File: config.mk
export PLATFORM = sky130hd
export DESIGN_NAME = lcd_spi_responder
export DESIGN_NICKNAME = d
export VERILOG_FILES = /design/src/rtl/lcd_spi_responder.sv
export SDC_FILE = /design/constraint.sdc
export NUM_CORES = 2
export LEC_CHECK = 0
export CAP_MARGIN = 30
export CELL_PAD_IN_SITES_DETAIL_PLACEMENT = 2
export CELL_PAD_IN_SITES_GLOBAL_PLACEMENT = 2
export CORE_MARGIN = 3
export CORE_UTILIZATION = 25
export DETAILED_ROUTE_END_ITERATION = 7
export PLACE_DENSITY_LB_ADDON = 0.05
export SYNTH_ARGS = -nofsm -noshare
export SYNTH_HDL_FRONTEND = slang
export SYNTH_SLANG_ARGS = --single-unit
File: constraint.sdc
create_clock -name clock -period 8 [get_ports clock]
set_clock_uncertainty 0.1 [all_clocks]
set_input_delay 0.8 -clock clock [delete_from_list [all_inputs] [get_ports clock]]
set_output_delay 0.8 -clock clock [all_outputs]
set_load 0.05 [all_outputs]
File: src/rtl/lcd_spi_responder.sv
// PCD8544-style LCD controller slave: oversampled SPI receiver, command decoder,
// address-pointer logic and a 504 x 8 display RAM with a registered read port.
module lcd_spi_responder (
  input  logic       clock,
  input  logic       Reset,
  input  logic       sclk,
  input  logic       mosi,
  input  logic       sce,
  input  logic       dc,
  input  logic [8:0] rd_addr,
  output logic [7:0] rd_data,
  output logic       byte_valid,
  output logic [7:0] byte_data,
  output logic       byte_dc,
  output logic [6:0] cur_x,
  output logic [2:0] cur_y,
  output logic       pd,
  output logic       v_mode,
  output logic       h_mode,
  output logic [1:0] disp_mode,
  output logic [6:0] vop,
  output logic [2:0] bias,
  output logic       cmd_err,
  output logic [7:0] abort_cnt
);

  localparam int unsigned RAM_DEPTH = 504;
  localparam logic [6:0]  X_LAST    = 7'd83;
  localparam logic [2:0]  Y_LAST    = 3'd5;

  // Synchronisers; sclk carries a third stage for rise detection.
  logic [2:0] sclk_q;
  logic [1:0] mosi_q;
  logic [1:0] dc_q;
  logic [1:0] sce_q;
  logic       sclk_rise;
  logic       mosi_s;
  logic       dc_s;
  logic       sce_s;

  // Serial front end. Seven stored bits plus the arriving bit form a full byte.
  logic [6:0] shift_q, shift_d;
  logic [2:0] bitcnt_q, bitcnt_d;
  logic       byte_valid_q, byte_valid_d;
  logic [7:0] byte_data_q, byte_data_d;
  logic       byte_dc_q, byte_dc_d;
  logic [7:0] abort_q, abort_d;

  // Controller state.
  logic [6:0] cur_x_q, cur_x_d;
  logic [2:0] cur_y_q, cur_y_d;
  logic       pd_q, pd_d;
  logic       v_mode_q, v_mode_d;
  logic       h_mode_q, h_mode_d;
  logic [1:0] disp_q, disp_d;
  logic [6:0] vop_q, vop_d;
  logic [2:0] bias_q, bias_d;
  logic       cmd_err_q, cmd_err_d;

  // Display RAM.
  logic [7:0] ram_q [0:RAM_DEPTH-1];
  logic [7:0] rd_data_q;
  logic [8:0] wr_addr;
  logic       ram_we;

  assign sclk_rise = sclk_q[1] & ~sclk_q[2];
  assign mosi_s    = mosi_q[1];
  assign dc_s      = dc_q[1];
  assign sce_s     = sce_q[1];

  assign wr_addr = 9'(cur_y_q) * 9'd84 + 9'(cur_x_q);
  assign ram_we  = byte_valid_q & byte_dc_q;

  function automatic logic [9:0] advance(input logic [6:0] x, input logic [2:0] y,
                                         input logic vert);
    logic [6:0] nx;
    logic [2:0] ny;
    nx = x;
    ny = y;
    if (!vert) begin
      if (x == X_LAST) begin
        nx = 7'd0;
        ny = (y == Y_LAST) ? 3'd0 : y + 3'd1;
      end else begin
        nx = x + 7'd1;
      end
    end else begin
      if (y == Y_LAST) begin
        ny = 3'd0;
        nx = (x == X_LAST) ? 7'd0 : x + 7'd1;
      end else begin
        ny = y + 3'd1;
      end
    end
    return {nx, ny};
  endfunction

  always_comb begin
    shift_d      = shift_q;
    bitcnt_d     = bitcnt_q;
    byte_valid_d = 1'b0;
    byte_data_d  = byte_data_q;
    byte_dc_d    = byte_dc_q;
    abort_d      = abort_q;
    if (sce_s) begin
      // Deselect: any partial byte is dropped and counted.
      shift_d  = '0;
      bitcnt_d = 3'd0;
      if (bitcnt_q != 3'd0 && abort_q != 8'hFF) begin
        abort_d = abort_q + 8'd1;
      end
    end else if (sclk_rise) begin
      shift_d  = {shift_q[5:0], mosi_s};
      bitcnt_d = bitcnt_q + 3'd1;
      if (bitcnt_q == 3'd7) begin
        byte_valid_d = 1'b1;
        byte_data_d  = {shift_q, mosi_s};
        byte_dc_d    = dc_s;
      end
    end
  end

  always_comb begin
    cur_x_d   = cur_x_q;
    cur_y_d   = cur_y_q;
    pd_d      = pd_q;
    v_mode_d  = v_mode_q;
    h_mode_d  = h_mode_q;
    disp_d    = disp_q;
    vop_d     = vop_q;
    bias_d    = bias_q;
    cmd_err_d = 1'b0;
    if (byte_valid_q) begin
      if (byte_dc_q) begin
        {cur_x_d, cur_y_d} = advance(cur_x_q, cur_y_q, v_mode_q);
      end else if (byte_data_q == 8'h00) begin
        cmd_err_d = 1'b0;
      end else if (byte_data_q[7:3] == 5'b00100) begin
        {pd_d, v_mode_d, h_mode_d} = byte_data_q[2:0];
      end else if (!h_mode_q) begin
        if (byte_data_q[7:3] == 5'b00001 && !byte_data_q[1]) begin
          disp_d = {byte_data_q[2], byte_data_q[0]};
        end else if (byte_data_q[7:3] == 5'b01000 && byte_data_q[2:0] <= Y_LAST) begin
          cur_y_d = byte_data_q[2:0];
        end else if (byte_data_q[7] && byte_data_q[6:0] <= X_LAST) begin
          cur_x_d = byte_data_q[6:0];
        end else begin
          cmd_err_d = 1'b1;
        end
      end else begin
        if (byte_data_q[7:3] == 5'b00010) begin
          bias_d = byte_data_q[2:0];
        end else if (byte_data_q[7]) begin
          vop_d = byte_data_q[6:0];
        end else if (byte_data_q[7:2] == 6'b000001) begin
          cmd_err_d = 1'b0;
        end else begin
          cmd_err_d = 1'b1;
        end
      end
    end
  end

  always_ff @(posedge clock) begin
    if (Reset) begin
      sclk_q       <= '0;
      mosi_q       <= '0;
      dc_q         <= '0;
      sce_q        <= '0;
      shift_q      <= '0;
      bitcnt_q     <= '0;
      byte_valid_q <= 1'b0;
      byte_data_q  <= '0;
      byte_dc_q    <= 1'b0;
      abort_q      <= '0;
      cur_x_q      <= '0;
      cur_y_q      <= '0;
      pd_q         <= 1'b0;
      v_mode_q     <= 1'b0;
      h_mode_q     <= 1'b0;
      disp_q       <= '0;
      vop_q        <= '0;
      bias_q       <= '0;
      cmd_err_q    <= 1'b0;
    end else begin
      sclk_q       <= {sclk_q[1:0], sclk};
      mosi_q       <= {mosi_q[0], mosi};
      dc_q         <= {dc_q[0], dc};
      sce_q        <= {sce_q[0], sce};
      shift_q      <= shift_d;
      bitcnt_q     <= bitcnt_d;
      byte_valid_q <= byte_valid_d;
      byte_data_q  <= byte_data_d;
      byte_dc_q    <= byte_dc_d;
      abort_q      <= abort_d;
      cur_x_q      <= cur_x_d;
      cur_y_q      <= cur_y_d;
      pd_q         <= pd_d;
      v_mode_q     <= v_mode_d;
      h_mode_q     <= h_mode_d;
      disp_q       <= disp_d;
      vop_q        <= vop_d;
      bias_q       <= bias_d;
      cmd_err_q    <= cmd_err_d;
    end
  end

  // RAM contents survive reset; a same-cycle read returns the pre-write byte.
  always_ff @(posedge clock) begin
    if (ram_we) begin
      ram_q[wr_addr] <= byte_data_q;
    end
  end

  always_ff @(posedge clock) begin
    if (Reset) begin
      rd_data_q <= '0;
    end else if (rd_addr < 9'(RAM_DEPTH)) begin
      rd_data_q <= ram_q[rd_addr];
    end else begin
      rd_data_q <= '0;
    end
  end

  assign rd_data    = rd_data_q;
  assign byte_valid = byte_valid_q;
  assign byte_data  = byte_data_q;
  assign byte_dc    = byte_dc_q;
  assign cur_x      = cur_x_q;
  assign cur_y      = cur_y_q;
  assign pd         = pd_q;
  assign v_mode     = v_mode_q;
  assign h_mode     = h_mode_q;
  assign disp_mode  = disp_q;
  assign vop        = vop_q;
  assign bias       = bias_q;
  assign cmd_err    = cmd_err_q;
  assign abort_cnt  = abort_q;

endmodule

==> flow_metrics.tcl <==
set metrics [dict create \
    synth.largest_area_cell "sky130_fd_sc_hd__edfxtp_1" \
    drive_gt1_share_pct 24.4 \
    yosys-top-cells-area "sky130_fd_sc_hd__edfxtp_1 (76%), sky130_fd_sc_hd__mux4_2 (13%), sky130_fd_sc_hd__mux2i_1 (2.2%)" \
    detail_route.first_pass.iterations 7 \
    cts_root_buffer "sky130_fd_sc_hd__clkbuf_16" \
    synth-main-ff-cell "sky130_fd_sc_hd__edfxtp_1" \
    pin_count 67 \
    setup_viol_count_final 0 \
    grt_overflow_total 0 \
    post-place-cells 16251 \
    via_count 82924 \
    holdCritPathClass "primary input to flip-flop" \
    cts_max_path_buffers 4 \
    critical_path.top_delay_family "simple AND/OR/NAND/NOR gates" \
    wl_met1_um 294000 \
    crit_buf_inv 0 \
    top_layer_used "met5" \
    post_detailed_route_drc_marker_count 0 \
    post-dp-hpwl_um 414000 \
    worstPathArrival_ns 5.84 \
    tightest_slew_ns 1.15 \
    timing.critical_path.from_type "flip-flop" \
    synthTopCellsByCount "sky130_fd_sc_hd__edfxtp_1 (4032), sky130_fd_sc_hd__mux4_2 (905), sky130_fd_sc_hd__nor2_1 (638), sky130_fd_sc_hd__mux2i_1 (353), sky130_fd_sc_hd__nand2_1 (257)" \
    routedWlPerCell_um 37.7 \
    final_core_utilization_pct 29.7 \
    cap_violations 0 \
    vias_per_cell 4.82 \
    layout.cell_area.non_filler_sq_um 189000 \
    post_route_wl_um 648000 \
    synth_instances 7856 \
    synth_enable_flop_cells 4032 \
    synth.lib_cells_used.distinct 75 \
    die_w_um 806 \
    fin_tns_setup_ns 0 \
    number_of_buffers_inserted_by_post_cts_setup_repair 0 \
    finalNonFillerCells 17205 \
    yosysTopAreaCellShare_pct 75.7 \
    path_clk_slew_ns 0.06 \
    dr_wl_met3_um 26500 \
    mappedNetlistArea_sq_um 160000 \
    wire_length_on_met2_um 315000 \
    finalWorstSetupSlack_ns 2.72 \
    htree_depth 6 \
    largest_net_degree_at_the_start_of_global_routing 168 \
    slew_viol_final 0 \
    async_set_reset_flop_share_out_of_synthesis_pct 0 \
    synth_fp_nets 7889 \
    drt_iter0_markers 7239 \
    cts_tree "yes" \
    worst_path_max_stage_delay_ns 0.88 \
    rows 293 \
    area_of_the_core_region_sq_um 637000 \
    max_clock_freq_mhz 189 \
    status "completed" \
    ant_nets 0 \
    placedInstanceArea_sq_um 173000 \
    synth_area_per_cell_sq_um 20.4 \
    dpl_worst_slack_ns 2.16 \
    rsz0062_at_grt "false" \
    synth-seq-cells 4103 \
    post-route-period-util_pct 66.0 \
    fp.dieArea_sq_um 650000 \
    grt_pass1_vias 91364 \
    flow.area_growth_from_synthesis_pct 18.4 \
    maxSlewHeadroom_pct 23.1 \
    cts_num_sinks 4103 \
    synth_warnings 0 \
    global_route_usage_over_all_layers_pct 19.7 \
    synth.yosys.seq_area_share_pct 76.6 \
    dieHeight_um 806 \
    cts-buffers-inserted 518 \
    vdd_ir_drop_max_v 0.000188 \
    total_power_mw 48.0 \
    largest_driver_fanout_on_the_critical_path 16 \
    finalWeightedCongestion 0.760 \
    cp_common_cell "sky130_fd_sc_hd__ha_1" \
    antenna_found_initial 81 \
    yosysMostFrequentCell "sky130_fd_sc_hd__edfxtp_1" \
    start_util_pct 25.1 \
    cellLeakagePower_nw 59.4 \
    period_needed_ns 5.28 \
    critPathSlowestCell "sky130_fd_sc_hd__nor2_1" \
    crit_path_end_kind "flip-flop" \
    clk-insertion-delay-late_ns 1.06 \
    worst-endpoint-required_ns 8.56 \
    holdWs_ns 0.210 \
    timing.critical_path.cells "ha_1 > ha_1 > ha_1 > nand2_1 > a31oi_1 > o21ai_0 > a21oi_1 > xnor2_1 > nor2_1 > nand2_1 > nor2_1" \
    finish.net_count 8413 \
    criticalPathCategory "flip-flop to flip-flop" \
    powerDensity_nw_per_um2 254 \
    finalHoldViolCount 0 \
    port-buffer-count 66 \
    global_route_wire_length_before_repair_um 871000 \
]
placed cells by master (no fill, tap or decap), types with 67 or more instances in the layout:
master | netlist | final
sky130_fd_sc_hd__clkbuf_1 | 238 | 114
sky130_fd_sc_hd__o21ai_0 | 88 | 88
sky130_fd_sc_hd__mux2i_1 | 353 | 353
sky130_fd_sc_hd__edfxtp_1 | 4032 | 4032
sky130_fd_sc_hd__nand2_1 | 257 | 247
sky130_fd_sc_hd__buf_4 | 67 | 311
sky130_fd_sc_hd__clkinv_1 | 1 | 115
sky130_fd_sc_hd__mux4_2 | 905 | 905
sky130_fd_sc_hd__clkinv_2 | 0 | 67
sky130_fd_sc_hd__a22oi_1 | 119 | 119
sky130_fd_sc_hd__clkbuf_16 | 0 | 535
sky130_fd_sc_hd__nor2_1 | 638 | 620
sky130_fd_sc_hd__a21oi_1 | 133 | 133
sky130_fd_sc_hd__o22ai_1 | 98 | 98
worst register-to-register path: stages, from the launching register on:
cell and delay (ns):
sky130_fd_sc_hd__dfxtp_1 0.52, sky130_fd_sc_hd__ha_1 0.23, sky130_fd_sc_hd__ha_1 0.27, sky130_fd_sc_hd__ha_1 0.38, sky130_fd_sc_hd__nand2_1 0.09, sky130_fd_sc_hd__a31oi_1 0.30, sky130_fd_sc_hd__o21ai_0 0.15, sky130_fd_sc_hd__a21oi_1 0.38
sky130_fd_sc_hd__xnor2_1 0.21, sky130_fd_sc_hd__nor2_1 0.70, sky130_fd_sc_hd__nand2_1 0.68, sky130_fd_sc_hd__nor2_1 0.89
repair_timing:
| action | CTS | global route |
|---|---|---|
| hold endpoints to repair | 6 | 0 |
| hold buffers | 1 | 0 |
| gates resized for setup | 0 | 0 |
state kept, by name, summed over array words and instances, names as in the netlist:
| register | flops |
|---|---|
| abort_cnt | 8 |
| bias | 3 |
| bitcnt_q | 3 |
| byte_data | 8 |
| byte_dc | 1 |
| byte_valid | 1 |
| cmd_err | 1 |
| cur_x | 7 |
| cur_y | 3 |
| dc_q | 2 |
| disp_mode | 2 |
| h_mode | 1 |
| mosi_q | 2 |
| pd | 1 |
| ram_q | 4032 |
| rd_data | 8 |
| sce_q | 2 |
| sclk_q | 3 |
| shift_q | 7 |
| v_mode | 1 |
| vop | 7 |
path summary, 6_finish.rpt:
check | cells past startpoint | end | slack (ns) | startpoint
min reg2reg | 2 | byte_dc | 0.34 | dc_q[1]
max reg2reg | 11 | ram_q[163][7] | 2.72 | cur_y[0]
max | 11 | ram_q[163][7] | 2.72 | cur_y[0]
min | 2 | mosi_q[0] | 0.21 | mosi
logic make-up (layout without fill, tap and decap cells):
kind of cell | count (synthesis) | count (layout) | share of synthesized area [%]
simple gates | 1180 | 1180 | 3.15
xor+xnor | 20 | 20 | 0.109
mux | 1287 | 1287 | 15.2
flops | 4103 | 4103 | 76.6
other cells | 0 | 26 | 0
compound gates | 737 | 737 | 3.15
buf+inv | 510 | 1426 | 1.72
fa+ha+maj | 19 | 19 | 0.152
routing by layer:
metal  global-route usage (%)  up-vias
li1                         -    33662
met1                     27.5    46564
met2                     33.0     2041
met3                     2.35      651
met4                     3.91        6
met5                        0        -
report_power, final:
group	internal (mW)	switching, mW	leakage, nW	total [mW]
Combinational	0.708	1.40	13.6	2.10
Sequential	23.2	0.0210	37.9	23.3
Clock	13.2	9.41	7.86	22.7
final cells by class:
class / count / area (sq um)
timing repair buffer: 493 / 4970
fill: 63809 / 448000
clock inverter: 260 / 2200
antenna: 26 / 65.1
multi-input combinational: 3243 / 35100
tap: 8407 / 10500
inverter: 21 / 96.3
sequential: 4103 / 123000
clock buffer: 652 / 13900
Power figures use the tool's default switching activity.
